**src/rtl/module_recir_activador_pkg.sv**
```systemverilog
// Shared types and defaults for the recirculation receive-side activator.
// Holds the FSM state encoding, word width and default training parameters.
package module_recir_activador_pkg;

  localparam int WORD_W = 32;

  localparam logic [WORD_W-1:0] DEF_TRAIN_PATTERN = 32'hBCBC_BCBC;
  localparam int DEF_TRAIN_COUNT = 4;
  localparam int DEF_LOSS_COUNT  = 8;

  // 2'd3 is left unassigned on purpose; the FSM folds it back to IDLE.
  typedef enum logic [1:0] {
    IDLE   = 2'd0,
    TRAIN  = 2'd1,
    ACTIVE = 2'd2
  } state_t;

  function automatic logic [7:0] sat_inc8(input logic [7:0] v);
    return (v == 8'hFF) ? v : v + 8'd1;
  endfunction

endpackage

```
**src/rtl/module_recir_activador_if.sv**
```systemverilog
// Returned-word stream in, forwarded stream plus link status out.
// The slave side is the activator; the master side drives words and observes status.
interface module_recir_activador_if;
  import module_recir_activador_pkg::*;

  logic              valid_in_Ret;
  logic [WORD_W-1:0] data_in_Ret;
  logic              active;
  logic              valid_out_Rx;
  logic [WORD_W-1:0] data_out_Rx;
  logic [1:0]        state_Rx;
  logic [7:0]        err_count;

  modport slave (
    input  valid_in_Ret, data_in_Ret,
    output active, valid_out_Rx, data_out_Rx, state_Rx, err_count
  );

  modport master (
    output valid_in_Ret, data_in_Ret,
    input  active, valid_out_Rx, data_out_Rx, state_Rx, err_count
  );

endinterface

```
**src/rtl/module_rx_flop.sv**
```systemverilog
// Output stage: data + valid register with load enable.
// valid follows load each cycle; data only changes on a load and otherwise holds.
module module_rx_flop #(
  parameter int W = 32
) (
  input  logic         clk_2f,
  input  logic         reset_L,
  input  logic         load,
  input  logic [W-1:0] data_d,
  output logic         valid_q,
  output logic [W-1:0] data_q
);

  // NOTE: data_q is a plain output register, not storage, so it is reset along with valid.
  always_ff @(posedge clk_2f or negedge reset_L) begin
    if (!reset_L) begin
      valid_q <= 1'b0;
      data_q  <= '0;
    end else begin
      valid_q <= load;
      if (load) data_q <= data_d;
    end
  end

endmodule

```
**src/rtl/module_recir_activador.sv**
```systemverilog
// Receive-side activator: trains on a fixed pattern, then forwards words and drives `active`.
// Define RECIR_ERR_COUNT_EN to keep a saturating training-mismatch counter on err_count.
module module_recir_activador
  import module_recir_activador_pkg::*;
#(
  parameter logic [WORD_W-1:0] TRAIN_PATTERN = DEF_TRAIN_PATTERN,
  parameter int                TRAIN_COUNT   = DEF_TRAIN_COUNT,
  parameter int                LOSS_COUNT    = DEF_LOSS_COUNT
) (
  input logic                      clk_2f,
  input logic                      reset_L,
  module_recir_activador_if.slave  bus
);

  localparam int TW = $clog2(TRAIN_COUNT + 1);
  localparam int IW = $clog2(LOSS_COUNT + 1);
  // Compare against count-1 so the counters never have to hold the terminal value.
  localparam logic [TW-1:0] TRAIN_LAST = TW'(TRAIN_COUNT - 1);
  localparam logic [IW-1:0] LOSS_LAST  = IW'(LOSS_COUNT - 1);

  state_t          state;
  logic            active_q;
  logic [TW-1:0]   train_cnt;
  logic [IW-1:0]   idle_cnt;
  logic            is_pattern;
  logic            load;

  assign is_pattern = (bus.data_in_Ret == TRAIN_PATTERN);
  assign load       = (state == ACTIVE) && bus.valid_in_Ret;

  // NOTE: state registers use non-blocking assignments so every branch sees pre-edge values.
  always_ff @(posedge clk_2f or negedge reset_L) begin
    if (!reset_L) begin
      state     <= IDLE;
      active_q  <= 1'b0;
      train_cnt <= '0;
      idle_cnt  <= '0;
    end else begin
      case (state)
        IDLE: begin
          state     <= TRAIN;
          train_cnt <= '0;
          idle_cnt  <= '0;
        end
        TRAIN: begin
          if (bus.valid_in_Ret) begin
            if (!is_pattern) begin
              train_cnt <= '0;
            end else if (train_cnt == TRAIN_LAST) begin
              state     <= ACTIVE;
              active_q  <= 1'b1;
              train_cnt <= '0;
              idle_cnt  <= '0;
            end else begin
              train_cnt <= train_cnt + 1'b1;
            end
          end
        end
        ACTIVE: begin
          if (bus.valid_in_Ret) begin
            idle_cnt <= '0;
          end else if (idle_cnt == LOSS_LAST) begin
            state     <= TRAIN;
            active_q  <= 1'b0;
            train_cnt <= '0;
            idle_cnt  <= '0;
          end else begin
            idle_cnt <= idle_cnt + 1'b1;
          end
        end
        default: begin
          state     <= IDLE;
          active_q  <= 1'b0;
          train_cnt <= '0;
          idle_cnt  <= '0;
        end
      endcase
    end
  end

`ifdef RECIR_ERR_COUNT_EN
  logic       mismatch;
  logic [7:0] err_q;

  assign mismatch = (state == TRAIN) && bus.valid_in_Ret && !is_pattern;

  // Survives ACTIVE->TRAIN; only reset clears it.
  always_ff @(posedge clk_2f or negedge reset_L) begin
    if (!reset_L)     err_q <= 8'h00;
    else if (mismatch) err_q <= sat_inc8(err_q);
  end

  assign bus.err_count = err_q;
`else
  assign bus.err_count = 8'h00;
`endif

  assign bus.active   = active_q;
  assign bus.state_Rx = state;

  module_rx_flop #(.W(WORD_W)) u_rx_flop (
    .clk_2f  (clk_2f),
    .reset_L (reset_L),
    .load    (load),
    .data_d  (bus.data_in_Ret),
    .valid_q (bus.valid_out_Rx),
    .data_q  (bus.data_out_Rx)
  );

endmodule

```
**src/flat_wrapper.sv**
```systemverilog
// flat-port wrapper written by rule: the top's interface ports become plain ports
module module_recir_activador_flat import module_recir_activador_pkg::*;
#(
  parameter logic [WORD_W-1:0] TRAIN_PATTERN = DEF_TRAIN_PATTERN,
  parameter int                TRAIN_COUNT   = DEF_TRAIN_COUNT,
  parameter int                LOSS_COUNT    = DEF_LOSS_COUNT
)
  (clk_2f, reset_L, bus_valid_in_Ret, bus_data_in_Ret, bus_active, bus_valid_out_Rx, bus_data_out_Rx, bus_state_Rx, bus_err_count);
  module_recir_activador_if bus_i ();
  input logic clk_2f;
  input logic reset_L;
  input wire logic [$bits(bus_i.valid_in_Ret)-1:0] bus_valid_in_Ret;
  input wire logic [$bits(bus_i.data_in_Ret)-1:0] bus_data_in_Ret;
  output wire logic [$bits(bus_i.active)-1:0] bus_active;
  output wire logic [$bits(bus_i.valid_out_Rx)-1:0] bus_valid_out_Rx;
  output wire logic [$bits(bus_i.data_out_Rx)-1:0] bus_data_out_Rx;
  output wire logic [$bits(bus_i.state_Rx)-1:0] bus_state_Rx;
  output wire logic [$bits(bus_i.err_count)-1:0] bus_err_count;
  assign bus_i.valid_in_Ret = bus_valid_in_Ret;
  assign bus_i.data_in_Ret = bus_data_in_Ret;
  assign bus_active = bus_i.active;
  assign bus_valid_out_Rx = bus_i.valid_out_Rx;
  assign bus_data_out_Rx = bus_i.data_out_Rx;
  assign bus_state_Rx = bus_i.state_Rx;
  assign bus_err_count = bus_i.err_count;
  module_recir_activador #(.TRAIN_PATTERN(TRAIN_PATTERN), .TRAIN_COUNT(TRAIN_COUNT), .LOSS_COUNT(LOSS_COUNT)) u_core (.clk_2f(clk_2f), .reset_L(reset_L), .bus(bus_i));
endmodule
```
**config.mk**
```make
export PLATFORM = sky130hd
export DESIGN_NAME = module_recir_activador_flat
export DESIGN_NICKNAME = d
export VERILOG_FILES = /design/src/rtl/module_recir_activador_pkg.sv /design/src/rtl/module_recir_activador_if.sv /design/src/rtl/module_rx_flop.sv /design/src/rtl/module_recir_activador.sv /design/src/flat_wrapper.sv
export SDC_FILE = /design/constraint.sdc
export NUM_CORES = 1
export LEC_CHECK = 0
export ABC_AREA = 1
export BUFFER_PORTS_ARGS = -buffer_cell sky130_fd_sc_hd__buf_2
export CAP_MARGIN = 20
export CELL_PAD_IN_SITES_DETAIL_PLACEMENT = 0
export CELL_PAD_IN_SITES_GLOBAL_PLACEMENT = 1
export CORE_MARGIN = 1
export CORE_UTILIZATION = 31
export DETAILED_ROUTE_END_ITERATION = 16
export HOLD_SLACK_MARGIN = 0.1
export MAX_ROUTING_LAYER = met4
export PLACE_DENSITY_LB_ADDON = 0.1
export RECOVER_POWER = 25
export SYNTH_ARGS = -nofsm -noshare
export SYNTH_HDL_FRONTEND = slang
export SYNTH_SLANG_ARGS = --single-unit
```
**constraint.sdc**
```tcl
create_clock -name clk_2f -period 1.3 [get_ports clk_2f]
set_input_delay 0.39 -clock clk_2f [delete_from_list [all_inputs] [get_ports clk_2f]]
set_output_delay 0.39 -clock clk_2f [all_outputs]
set_load 0.01 [all_outputs]
```
* Word-level counts from Yosys, hierarchy flattened
Index checks and enable logic that the tools add are counted.
** Cells by class
- Add/sub/neg operators :: 2
- Multiply operators :: 0
- Div/mod/pow operators :: 0
- Magnitude comparators :: 0
- Eq/ne operators :: 10
- Shifts and indexed selects :: 0
- Mux-type cells :: 24
- Bitwise logic cells :: 1
- Reductions and logical operators :: 6
** Operator list (count)
- $eq 32x32->1 const B :: 1
- $mux 4 :: 5
- $mux 3 :: 5
- $mux 2 :: 5
- $pmux 4 s2 :: 1
- $ne 2x2->1 const B :: 3
- $pmux 2 s3 :: 1
- $pmux 3 s2 :: 1
- $reduce_and 3->1 :: 2
- $reduce_and 6->1 :: 1
- $mux 1 :: 5
- $reduce_and 5->1 :: 1
- $add 4x1->4 const B :: 1
- $eq 4x3->1 const B :: 1
- $ne 2x1->1 const B :: 2
- $add 3x1->3 const B :: 1
- $eq 3x2->1 const B :: 1
- $pmux 1 s3 :: 1
- $eq 2x1->1 const B :: 1
- $eq 2x2->1 const B :: 1
- $logic_not 2->1 :: 1
- $logic_and 1x1->1 :: 1
- $not 1->1 :: 1
** Storage, ports and cells
- Register bits :: 43
- Latch bits :: 0
- RAM bits :: 0
- Memory bits (read-only) :: 0
- Input bits :: 35
- Memories kept :: 0

* Logic depth before layout (Yosys ltp)
- Word-level depth :: 5
- Gate-level depth with buffers :: 10
- Mapped depth without buffers :: 10

* By module
Synthesis repeated with hierarchy kept, for this count alone.
** Unflattened totals
- Cell total of the unflattened synthesis :: 272
- Area total of the unflattened synthesis :: 2173.3 µm²
** By module, submodules not included
- module_rx_flop :: times used 1, cells each 137, area each 1317.5 µm²
- module_recir_activador :: times used 1, cells each 135, area each 855.8 µm²

* Worst setup path before layout
OpenSTA, ideal clock, no wires.
- Path kind :: flip-flop to flip-flop
- Start point :: register u_core.idle_cnt[0]
- End point :: register u_core.train_cnt[0]
- Library setup time :: 0.124 ns
- Arrival time :: 1.164 ns
- Data required time :: 1.176 ns
- Path slack :: 0.013 ns
- Cell stages (with the launch flop) :: 8
- Path buffers :: 0
- Period minus slack after synthesis :: 1.287 ns
- Cells stage by stage :: dfrtp_1 -> ha_1 -> nand2_1 -> o21ai_1 -> nand2_2 -> a21oi_4 -> nor2_1 -> o21bai_1
** Between the ends
- Cells in the longest elaborated chain, start to end :: 3
** RTL lines
- start: declaration :: RTL line module_recir_activador.sv:24 : logic [IW-1:0] idle_cnt;
- start signal: assignment :: RTL line module_recir_activador.sv:68 : idle_cnt <= idle_cnt + 1'b1;
- $eq 4x3->1 :: RTL line module_recir_activador.sv:62 : end else if (idle_cnt == LOSS_LAST) begin
- $ne 2x2->1 (no source line)
- $reduce_and 3->1 (no source line)
- end signal: assignment :: RTL line module_recir_activador.sv:55 : train_cnt <= train_cnt + 1'b1;
- end: declaration :: RTL line module_recir_activador.sv:23 : logic [TW-1:0] train_cnt;
Every way passes these cells.
A chain may end at the register's enable or synchronous reset.

* Worst setup path after layout
Same ends and word-level chain as after synthesis.

==> run metrics <==
syn_area_per_cell=slightly above 8 µm²; Core Area=0.006026 mm²; failing checks=setup timing; Post-synth EDFFs=0; DRC=0; DIE WIDTH=just over 80 µm; register area share after synthesis=0.5443; GRT Overall Usage=0.1587; Worst Tran Pin Value=around 0.62 ns; Final Skew=roughly 0.0087 ns; cell count after synthesis=approximately 240; total global routing overflow=0; WL met2=roughly 2400 µm; Top Layer Used=met4; Overall Power=around 6.3 mW; placed cells=around 400; antenna violations before repair=0; power per cell area=just over 2000 mW/mm²; wire length per cell=around 12 µm; predominant post-synthesis flop cell=dfrtp_1; final setup violating endpoints=5; DP Area=0.002572 mm²; initial DRC count=68; RSZ-0062 raised after global routing=yes; first-pass iteration count of the detailed router=4; n_diodes=0; count of input and output buffers=70; worst flop-to-flop path startpoint=u_core.idle_cnt[0]; die height=81.86 µm; Critical Path Fanout Max=5; worst path required time=between 1 and 1.5 ns; Vias per Instance=4.278; r2r setup slk=-0.05 ns; Hold Path Origin=bus_data_in_Ret[23]; TritonCTS Sinks=43; Row Count=28; crit path DAT=1.54 ns; synthesized flop and latch total=43; num ports=79; Synth cell types=28; nets@finish=slightly below 400; share of cells above drive strength 1=0.4771; critical path startpoint=u_core.idle_cnt[0]; Synth area leaders=dfrtp_1 (54%), nand2_1 (20%), buf_4 (3.8%); Layout area overhead=54.68%; Synthesis Warnings=0; Mapped Area=0.001977 mm²; Slew Limit Fails=0; dpl hpwl=approximately 3500 µm; WL met3=263 µm; Clock Tree Root=clkbuf_8; outcome=complete, but fails checks; largest net degree at the start of global routing=44; Max Cap Violations=0; worst setup margin=-0.05221 ns; H-tree levels=2; most instantiated cells after synthesis=nand2_1 (105), dfrtp_1 (43), inv_1 (18), nor2_1 (13), o21ai_0 (13); LEAKAGE=about 1.7 nW; area share of the largest cell type after synthesis=0.5443; CTS tree=yes; Clock Latency Late Sink=about 0.30 ns; Routed WL=5044 µm; Clock transition at path regs=~0.090 ns; Multi-input gate area=about 920 µm²; Hold WC Path Type=primary input to register; die area=roughly 0.0067 mm²; startpoint type of the worst setup path=register; first-pass GRT wire length=around 7700 µm; Rel. slew slack=0.5899; post-synth top area cell=dfrtp_1; total CTS buffers=5; fillers=between 600 and 700; initial core utilization=0.3281; CTS Buffer Depth=2; Hold Vio Cnt, Final=0; vias in the first global route=roughly 1700; Metal-1 WL=between 2000 and 2500 µm; Period minus WS final=1.352 ns; post-route insts no fill=around 430; final instance area=0.003058 mm²; Reg area=~0.0011 mm²; Post-synth ARST share=1.000; most common cell in the netlist=nand2_1; GP Congestion=0.7309; f_max=roughly 740 MHz; Worst Setup End Kind=register; final worst-path cycle share=1.040; Vias=1818; Max VDD drop=1077 µV; Min Hold Slack=0.3011 ns; post-route ant nets=0; Crit Path Class=register to register
layer usage:
metal  up-vias  GRT usage
met3         7    0.03889
met4         0    0.05789
li1        943          -
met1       821     0.2015
met2        47     0.2438
met5         -          -
flip-flops by register name (all words and copies together) (netlist names):
| name | flops |
|---|---|
| u_core.u_rx_flop.data_q | 32 |
| u_core.bus.state_Rx | 2 |
| u_core.u_rx_flop.valid_q | 1 |
| u_core.bus.active | 1 |
| u_core.idle_cnt | 4 |
| u_core.train_cnt | 3 |
area by class of cell:
| class | count | area share |
|---|---|---|
| clock buffer | 6 | 0.02700 |
| sequential | 43 | 0.3519 |
| tap | 75 | 0.03069 |
| clock inverter | 2 | 0.004501 |
| timing repair buffer | 111 | 0.2574 |
| multi-input combinational | 168 | 0.2999 |
| inverter | 20 | 0.02864 |
worst max-delay path, stage by stage, from the launching register on:
cell and delay, ns:
dfrtp_1 0.40, ha_4 0.16, nand2_4 0.06, o21ai_4 0.17, nand2_2 0.09, a21oi_4 0.17, nor2_1 0.05, o21bai_1 0.15
cell usage in the layout (no fill, tap or decap), drive strengths merged:
cell,count
clkinv,2
xor2,1
nand4,3
a21oi,2
buf,105
o21bai,1
conb,8
or2,1
o21ai,17
a21boi,1
dfrtp,43
nor2,15
nand3,5
ha,2
inv,20
a31oi,1
dlygate4sd3,1
nand2,109
nor4,1
clkbuf,11
nand2b,1
cells by family after synthesis:
| group | count (synthesis) | share of synthesized area |
|---|---|---|
| AO/OA/AOI/OAI | 22 | 0.06836 |
| adder cells (fa/ha/maj) | 2 | 0.01266 |
| buffers and inverters | 35 | 0.09113 |
| flip-flops | 43 | 0.5443 |
| other | 1 | 0.001897 |
| AND/OR/NAND/NOR | 135 | 0.2772 |
| XOR/XNOR | 1 | 0.004431 |
timing repair:
action,CTS,global route
endpoints found under the hold margin,43,0
pin swaps,5,18
buffers inserted,1,5
endpoints found under the setup margin,8,43
hold buffers,1,0
cloned,0,5
resized for setup,12,64
report_power, final:
group	internal (mW)	switching [mW]
logic	1.52	1.58
registers	1.91	0.343
clock network	0.435	0.480
total	3.86	2.40
final timing paths:
path	end	cells past startpoint
max in group asynchronous	u_core.idle_cnt[3]	3
hold / removal	u_core.u_rx_flop.data_q[23]	3
setup / recovery	u_core.train_cnt[0]	7
min in group asynchronous	u_core.u_rx_flop.data_q[30]	3
hold reg to reg	u_core.u_rx_flop.data_q[13]	2
setup reg to reg	u_core.train_cnt[0]	7
metrics by stage:
stage	TNS [ns]	util	setup WS, ns
after global routing	-1.740	0.5075	-0.1397
after CTS	-0.3426	0.4537	-0.06927
after detailed placement	-1.504	0.4269	-0.2194
after global placement	-1.368	0.4269	-0.2000
final	-0.1805	0.5075	-0.05221
after floorplan	0	-	0.01263
Power figures use the tool's default switching activity.
